==> config.mk <==
export PLATFORM = sky130hd
export DESIGN_NAME = pipe_hazard_ctrl
export DESIGN_NICKNAME = d
export VERILOG_FILES = /design/src/rtl/pipe_ctrl_pkg.sv /design/src/rtl/md_seq.sv /design/src/rtl/pipe_hazard_ctrl.sv
export SDC_FILE = /design/constraint.sdc
export NUM_CORES = 1
export LEC_CHECK = 0
export BUFFER_PORTS_ARGS = -buffer_cell sky130_fd_sc_hd__buf_2
export CORE_AREA = 2 2 62 64
export DETAILED_ROUTE_END_ITERATION = 12
export DIE_AREA = 0 0 64 66
export GPL_ROUTABILITY_DRIVEN = 0
export GPL_TIMING_DRIVEN = 1
export PLACE_DENSITY = 0.73
export SETUP_SLACK_MARGIN = 0.2
export SYNTH_ARGS = -nofsm -noshare
export SYNTH_HDL_FRONTEND = slang
export SYNTH_SLANG_ARGS = --single-unit
==> constraint.sdc <==
create_clock -name Clk -period 1.9 [get_ports Clk]
set_clock_uncertainty 0.2 [all_clocks]
set_input_delay 0.19 -clock Clk [delete_from_list [all_inputs] [get_ports Clk]]
set_output_delay 0.19 -clock Clk [all_outputs]
set_load 0.01 [all_outputs]
==> src/rtl/pipe_ctrl_pkg.sv <==
// Shared definitions for the pipeline hazard controller and its multiply/divide sequencer.
package pipe_ctrl_pkg;

  typedef enum logic [1:0] {
    MD_IDLE = 2'd0,
    MD_BUSY = 2'd1,
    MD_DONE = 2'd2
  } md_state_t;

  localparam logic MD_MULT = 1'b0;
  localparam logic MD_DIV  = 1'b1;

  localparam int MULT_LAT_DEF = 5;
  localparam int DIV_LAT_DEF  = 33;

endpackage

==> src/rtl/md_seq.sv <==
// Multiply/divide sequencer: tracks an in-flight MD op and strobes the HI/LO write
// exactly LAT cycles after launch, counting the launch cycle as the first.
//
// state   | meaning
// MD_IDLE | no MD op in flight, a new op may launch
// MD_BUSY | op in flight, counter holds cycles left through the result cycle
// MD_DONE | result cycle, HI/LO written, back to idle next
module md_seq import pipe_ctrl_pkg::*; #(
  parameter int MULT_LAT = MULT_LAT_DEF,
  parameter int DIV_LAT  = DIV_LAT_DEF
) (
  input  logic Clk,
  input  logic Reset,
  input  logic start,
  input  logic op,
  output logic idle,
  output logic busy,
  output logic result_wr
);

  localparam int MAX_LAT = (MULT_LAT > DIV_LAT) ? MULT_LAT : DIV_LAT;
  localparam int CW      = $clog2(MAX_LAT + 1);

  md_state_t       state;
  logic [CW-1:0]   cnt;

  // The counter keeps running while the pipeline is frozen; only Reset stops it.
  always_ff @(posedge Clk) begin
    if (Reset) begin
      state <= MD_IDLE;
      cnt   <= '0;
    end else begin
      case (state)
        MD_IDLE: begin
          if (start) begin
            state <= MD_BUSY;
            cnt   <= (op == MD_DIV) ? CW'(DIV_LAT - 1) : CW'(MULT_LAT - 1);
          end
        end
        MD_BUSY: begin
          cnt <= cnt - CW'(1);
          if (cnt == CW'(2)) state <= MD_DONE;
        end
        MD_DONE: begin
          cnt   <= cnt - CW'(1);
          state <= MD_IDLE;
        end
        default: begin
          state <= MD_IDLE;
          cnt   <= '0;
        end
      endcase
    end
  end

  assign idle      = (state == MD_IDLE);
  assign busy      = (state != MD_IDLE);
  assign result_wr = (state == MD_DONE) && !Reset;

endmodule

==> src/rtl/pipe_hazard_ctrl.sv <==
// Pipeline hazard controller: freeze/branch/stall priority decode, MD unit launch
// and a saturating stall-cycle counter.
module pipe_hazard_ctrl import pipe_ctrl_pkg::*; #(
  parameter int MULT_LAT = MULT_LAT_DEF,
  parameter int DIV_LAT  = DIV_LAT_DEF,
  parameter int CNT_W    = 16
) (
  input  logic             Clk,
  input  logic             Reset,
  input  logic [4:0]       ID_ra,
  input  logic [4:0]       ID_rb,
  input  logic             ID_UsesRa,
  input  logic             ID_UsesRb,
  input  logic [4:0]       Ex_rw,
  input  logic             Ex_RegWr,
  input  logic [1:0]       Ex_MemRead,
  input  logic             Ex_BranchTaken,
  input  logic             Mem_Ready,
  input  logic             ID_MDStart,
  input  logic             ID_MDOp,
  input  logic             ID_MDRead,
  output logic             PC_Wr,
  output logic             IF_ID_Wr,
  output logic             IF_ID_Flush,
  output logic             hazard,
  output logic             BranchBubble,
  output logic             Freeze,
  output logic             MD_Start,
  output logic             MD_Busy,
  output logic             MD_ResultWr,
  output logic [CNT_W-1:0] StallCnt
);

  logic md_idle;
  logic load_use;
  logic md_stall;

  assign load_use = (Ex_MemRead != 2'b00) && Ex_RegWr && (Ex_rw != 5'd0) &&
                    ((ID_UsesRa && (ID_ra == Ex_rw)) || (ID_UsesRb && (ID_rb == Ex_rw)));

  // Reset forces the decode to see an idle MD unit regardless of the old state.
  assign md_stall = !md_idle && !Reset && (ID_MDStart || ID_MDRead);

  always_comb begin
    PC_Wr        = 1'b0;
    IF_ID_Wr     = 1'b0;
    IF_ID_Flush  = 1'b0;
    hazard       = 1'b0;
    BranchBubble = 1'b0;
    Freeze       = 1'b0;
    if (!Mem_Ready) begin
      Freeze = 1'b1;
    end else if (Ex_BranchTaken) begin
      PC_Wr        = 1'b1;
      IF_ID_Wr     = 1'b1;
      IF_ID_Flush  = 1'b1;
      BranchBubble = 1'b1;
    end else if (md_stall || load_use) begin
      hazard = 1'b1;
    end else begin
      PC_Wr    = 1'b1;
      IF_ID_Wr = 1'b1;
    end
  end

  // Launch only on a clean "normal" cycle; md_stall is false whenever md_idle is set.
  assign MD_Start = ID_MDStart && md_idle && !Reset && Mem_Ready &&
                    !Ex_BranchTaken && !load_use;

  md_seq #(
    .MULT_LAT (MULT_LAT),
    .DIV_LAT  (DIV_LAT)
  ) u_md_seq (
    .Clk       (Clk),
    .Reset     (Reset),
    .start     (MD_Start),
    .op        (ID_MDOp),
    .idle      (md_idle),
    .busy      (MD_Busy),
    .result_wr (MD_ResultWr)
  );

  always_ff @(posedge Clk) begin
    if (Reset) begin
      StallCnt <= '0;
    end else if (hazard && (StallCnt != '1)) begin
      StallCnt <= StallCnt + CNT_W'(1);
    end
  end

endmodule

[Word level (Yosys, flattened, before mapping)]
Cells that the tools add are included.
W data, S select, Z words.
Storage, ports and cells
  register bits after elaboration: 24
  logic and storage cells: 55
Operators by class
  $add $sub $neg: 2
  equal/unequal tests: 8
  mux-type cells: 15
  reductions and logical operators: 27
Operator list (number)
  $add A16 B1 Y16 const B: 1
  $ne A16 B16 Y1 const B: 1
  $logic_and A1 B1 Y1: 14
  $mux W6: 2
  $pmux W6 S2: 1
  $eq A5 B5 Y1: 2
  $mux W1: 9
  $eq A6 B2 Y1 const B: 1
  $sub A6 B1 Y6 const B: 1
  $reduce_bool A5 Y1: 1
  $logic_not A1 Y1: 4
  $mux W2: 2
  $pmux W2 S2: 1
  $reduce_bool A2 Y1: 2
  $logic_or A1 B1 Y1: 3
  $eq A2 B1 Y1 const B: 1
  $eq A2 B2 Y1 const B: 1
  $logic_not A2 Y1: 1
  $ne A2 B1 Y1 const B: 1
  $ne A2 B2 Y1 const B: 1
  $reduce_and A2 Y1: 1
  $reduce_or A2 Y1: 1

[Logic depth before layout (Yosys ltp)]
  depth after elaboration: 9
  depth in mapped cells: 9

[Cells and area by module]
Synthesis repeated with hierarchy kept, for this count alone.
Unflattened totals
  cells, all modules: 194
  area total of the unflattened synthesis: 1584.0 µm²
By module, submodules not included
  pipe_hazard_ctrl: times used 1, cells each 139, area each 1066.0 µm², sequential area each 320.3 µm²
  md_seq: times used 1, cells each 55, area each 518.0 µm², sequential area each 160.2 µm²

[Worst setup path before layout]
No wires, ideal clock.
  kind: input to output
  from: in Ex_rw[1]
  to: out PC_Wr
  arrival: 1.769 ns
  data required time: 1.510 ns
  path slack: -0.259 ns
  cell stages on the path: 6
  path buffers: 1
  cells stage by stage: or4_4 o221a_1 a21boi_0 nor2_1 nor2_1 buf_4
Between the ends
  cells in the longest elaborated chain, start to end: 8
Ends and longest elaborated chain
  from (decl): RTL line pipe_hazard_ctrl.sv:14  | input logic [4:0] Ex_rw,
  $eq A5 B5 Y1: RTL line pipe_hazard_ctrl.sv:39  | ((ID_UsesRa && (ID_ra == Ex_rw)) || (ID_UsesRb && (ID_rb == Ex_rw)));
  $logic_and A1 B1 Y1: RTL line pipe_hazard_ctrl.sv:39
  $logic_or A1 B1 Y1: RTL line pipe_hazard_ctrl.sv:39
  $logic_and A1 B1 Y1 *: RTL line pipe_hazard_ctrl.sv:38  | assign load_use = (Ex_MemRead != 2'b00) && Ex_RegWr && (Ex_rw != 5'd0) &&
  $logic_or A1 B1 Y1 *: RTL line pipe_hazard_ctrl.sv:58  | end else if (md_stall || load_use) begin
  $mux W1 * (3 in series)
  to (decl): RTL line pipe_hazard_ctrl.sv:22  | output logic PC_Wr,
Mark *: on every way between the ends. The rest lies on a longest branch, timed or not.

[Final worst setup path]
  from: reg u_md_seq.state[0]
  to: out PC_Wr
Between the ends
  cells in the longest elaborated chain, start to end: 8
Ends and longest elaborated chain
  from (decl): RTL line md_seq.sv:24  | md_state_t state;
  from (signal assigned): RTL line md_seq.sv:30  | state <= MD_IDLE;
  from (signal assigned): RTL line md_seq.sv:36  | state <= MD_BUSY;
  from (signal assigned): RTL line md_seq.sv:42  | if (cnt == CW'(2)) state <= MD_DONE;
  $logic_not A2 Y1: RTL line md_seq.sv:56  | assign idle = (state == MD_IDLE);
  $logic_not A1 Y1: RTL line pipe_hazard_ctrl.sv:42  | assign md_stall = !md_idle && !Reset && (ID_MDStart || ID_MDRead);
  $logic_and A1 B1 Y1 (2 in series): RTL line pipe_hazard_ctrl.sv:42
  $logic_or A1 B1 Y1: RTL line pipe_hazard_ctrl.sv:58
  $mux W1: RTL line pipe_hazard_ctrl.sv:58
  $mux W1: RTL line pipe_hazard_ctrl.sv:53  | end else if (Ex_BranchTaken) begin
  $mux W1: RTL line pipe_hazard_ctrl.sv:51  | if (!Mem_Ready) begin
No other way between the ends.

==> results.md <==
* Die Ht at 66 µm
* CP Data Required Time at 1510 ps
* Hold WS at 53.1 ps
* # diodes at 0
* Clock Path Buffers at 2
* Post-Syn Nets at 221
* Routed len/inst at 13.5 µm
* First-pass GRT wire length at 7380 µm
* Vias per cell at 5.29
* Worst setup slack after placement at -184 ps
* Global Route Usage Sum at 21.5%
* Worst stage delay on the critical path at 350 ps
* Cells on worst reg2reg path at 9
* Crit-path max FO at 4
* Port bufs at 51
* Min Tclk post-route at 2150 ps
* Worst skew pair latency at 320 ps
* Yosys reg bits at 24
* Initial DRC count at 76
* Crit Reg-Reg Startpoint: u_md_seq.state[0]
* Post-Layout Cell Count at 327
* Synth Warn # at 0
* Share of layout cells above drive strength 1 at 48.0%
* Most common cell after layout, fill and taps aside: buf_2
* Mapped Avg Cell Area at 8.23 µm²
* CTS clock-pin slew for the worst setup and hold paths at 130 ps
* Reg2reg end: StallCnt[9]
* Top cells by area, synth: dfxtp_1 (31%), a21oi_1 (5.9%), ha_1 (5.7%)
* Crit path DAT at 1760 ps
* Largest net degree at the start of global routing at 24
* Drt first pass iters at 5
* Slew Limit Fails at 0
* Sequential-to-total area share from yosys stat at 31.2%
* Std cell rows at 22
* Failing checks: negative setup slack
* NumNets Final at 314
* Clock sink total at 24
* # setup viols final at 20
* Mapped Cells at 187
* Async set or reset register ratio after synthesis at 0%
* Status: complete, but fails checks
* # placed instances at 312
* Period utilization at 113%
* Layout fillers at 300
* Post-synth EDFFs at 0
* Setup crit end kind: output pin
* Leading area contributor after synthesis: dfxtp_1
* Hold EP: u_md_seq.cnt[2]
* Hold Fails Final Rpt at 0
* Share of the core filled with cells at 66.7%
* Post-route worst setup slack at -250 ps
* Chip width at 64 µm
* Max_cap viols at 0
* Distinct cells, synth at 44
* Hold Buf Count CTS at 0
* HPWL Detailed at 3080 µm
* Worst Tran Pin Value at 299 ps
* Post-DRT Antenna Nets at 0
* Clock buffer count from CTS at 3
* Fmax at 465 MHz
* Register area at 502 µm²
* Htree depth at 1
* Residual DRC at 0
* Most frequent cells in the layout: buf_2 (49), buf_4 (35), a21oi_1 (17), nand3_1 (14), dfxtp_1 (13)
* Root Buffer: clkbuf_4
* Hold path cells at 3
* R2R setup slack at -230 ps
* Total routed wirelength at 4420 µm
* CP cell instances: inv_2 -> ha_4 -> inv_4 -> o211ai_1 -> a21boi_2 -> buf_6 -> nor2_4 -> nor2_2 -> buf_2
* Initial antenna violation count at 0
* Power density over cell area at 408 nW/µm²
* CP delay by family, top: buffers and inverters
* Vias in the first global route at 1,728
* Area growth syn-to-layout at 54.0%
* Total power at 966 µW
* Core area at 3550 µm²
* Finished Cell Area at 2370 µm²
* Relative slew margins at 80.0%
* Sum Neg Setup Slack at -3070 ps
* Type of origin of the critical path: register
* Grt total ovfl at 0
* Min-Delay Startpoint: ID_MDOp
* Multi-input logic area at 1060 µm²
* Main synth FF type: dfxtp_1
* Via count at 1,729
* CTS tree: built
* Post-synth top area share at 31.2%
* Critical Path Slowest Stage Cell: dfxtp_2
* Initial Utilization at 43.3%
* RSZ-0062 raised after global routing: yes
* P_leak at 1.06 nW
* # IOs at 52
* Netlist Area Pre-Place at 1540 µm²
* Dpl cell area at 2120 µm²
* Hold Path Class: in -> reg
* Peak VDD IR at 0.232 mV
* WS Path Type: reg -> out
* Bufs and invs on worst path at 4
* Die Area at 4220 µm²
## timing repair
item / in CTS / in global routing
pin swaps: 16 / 14
gates resized for setup: 17 / 16
setup endpoints to repair: 23 / 29
setup buffers: 8 / 3
## tightest hold or removal path, cell delays in order
cell and delay (ps):
buf_2 90, a2bb2oi_1 190, o41ai_2 90
## cell type report
cell class	count	share of cell area [%]
Clock buffer	4	1.53
Inverter	14	2.32
Sequential cell	24	21.2
Timing Repair Buffer	96	27.8
Tap cell	48	2.53
Multi-Input combinational cell	141	44.6
## how the worst max path moves through the flow
stage | from | endpoint | slack (ps) | depth (start not counted)
final | u_md_seq.state[0] | PC_Wr | -250 | 9
after global routing | u_md_seq.state[0] | StallCnt[9] | -370 | 9
after CTS | u_md_seq.state[1] | StallCnt[7] | -220 | 9
after detailed placement | Ex_rw[2] | StallCnt[8] | -180 | 8
after global placement | Ex_rw[1] | StallCnt[8] | -160 | 8
after floorplan | Ex_rw[1] | u_md_seq.state[1] | -150 | 7
## cells in the mapped netlist, drive strengths merged (5+ instances only)
library cell	count
dfxtp	24
a21oi	18
nand3	14
inv	13
nor2	11
xnor2	10
o21ai	9
or3	9
nand2	8
nand4	8
ha	7
or4	6
buf	5
## per-layer routing
layer,track usage [%],share of wire (%),vias up
li1,-,-,886
met1,26.2,45,818
met2,38.8,51,19
met3,2.04,2.4,6
met4,8.70,1.6,0
met5,0,0,-
## state kept, by name, indices dropped and copies added (netlist names)
signal and count:
StallCnt 16, u_md_seq.cnt 6, u_md_seq.state 2
## where the power goes
group	leakage (nW)	internal, mW	switching, mW
combinational	0.840	0.0932	0.0889
sequential	0.200	0.503	0.00403
clock	0.0210	0.117	0.160
total	1.06	0.713	0.253
## cell families after synthesis
| group | count (synthesis) | synth area share [%] |
|---|---|---|
| adders and majority gates | 7 | 5.69 |
| and+or+nand+nor | 67 | 23.6 |
| DFF | 24 | 31.2 |
| buffers and inverters | 22 | 6.91 |
| AOI/OAI and AO/OA | 53 | 24.6 |
| xor gates and xnor gates | 13 | 7.40 |
| muxes | 1 | 0.650 |
Note: power is estimated with default switching activity, not from simulation.
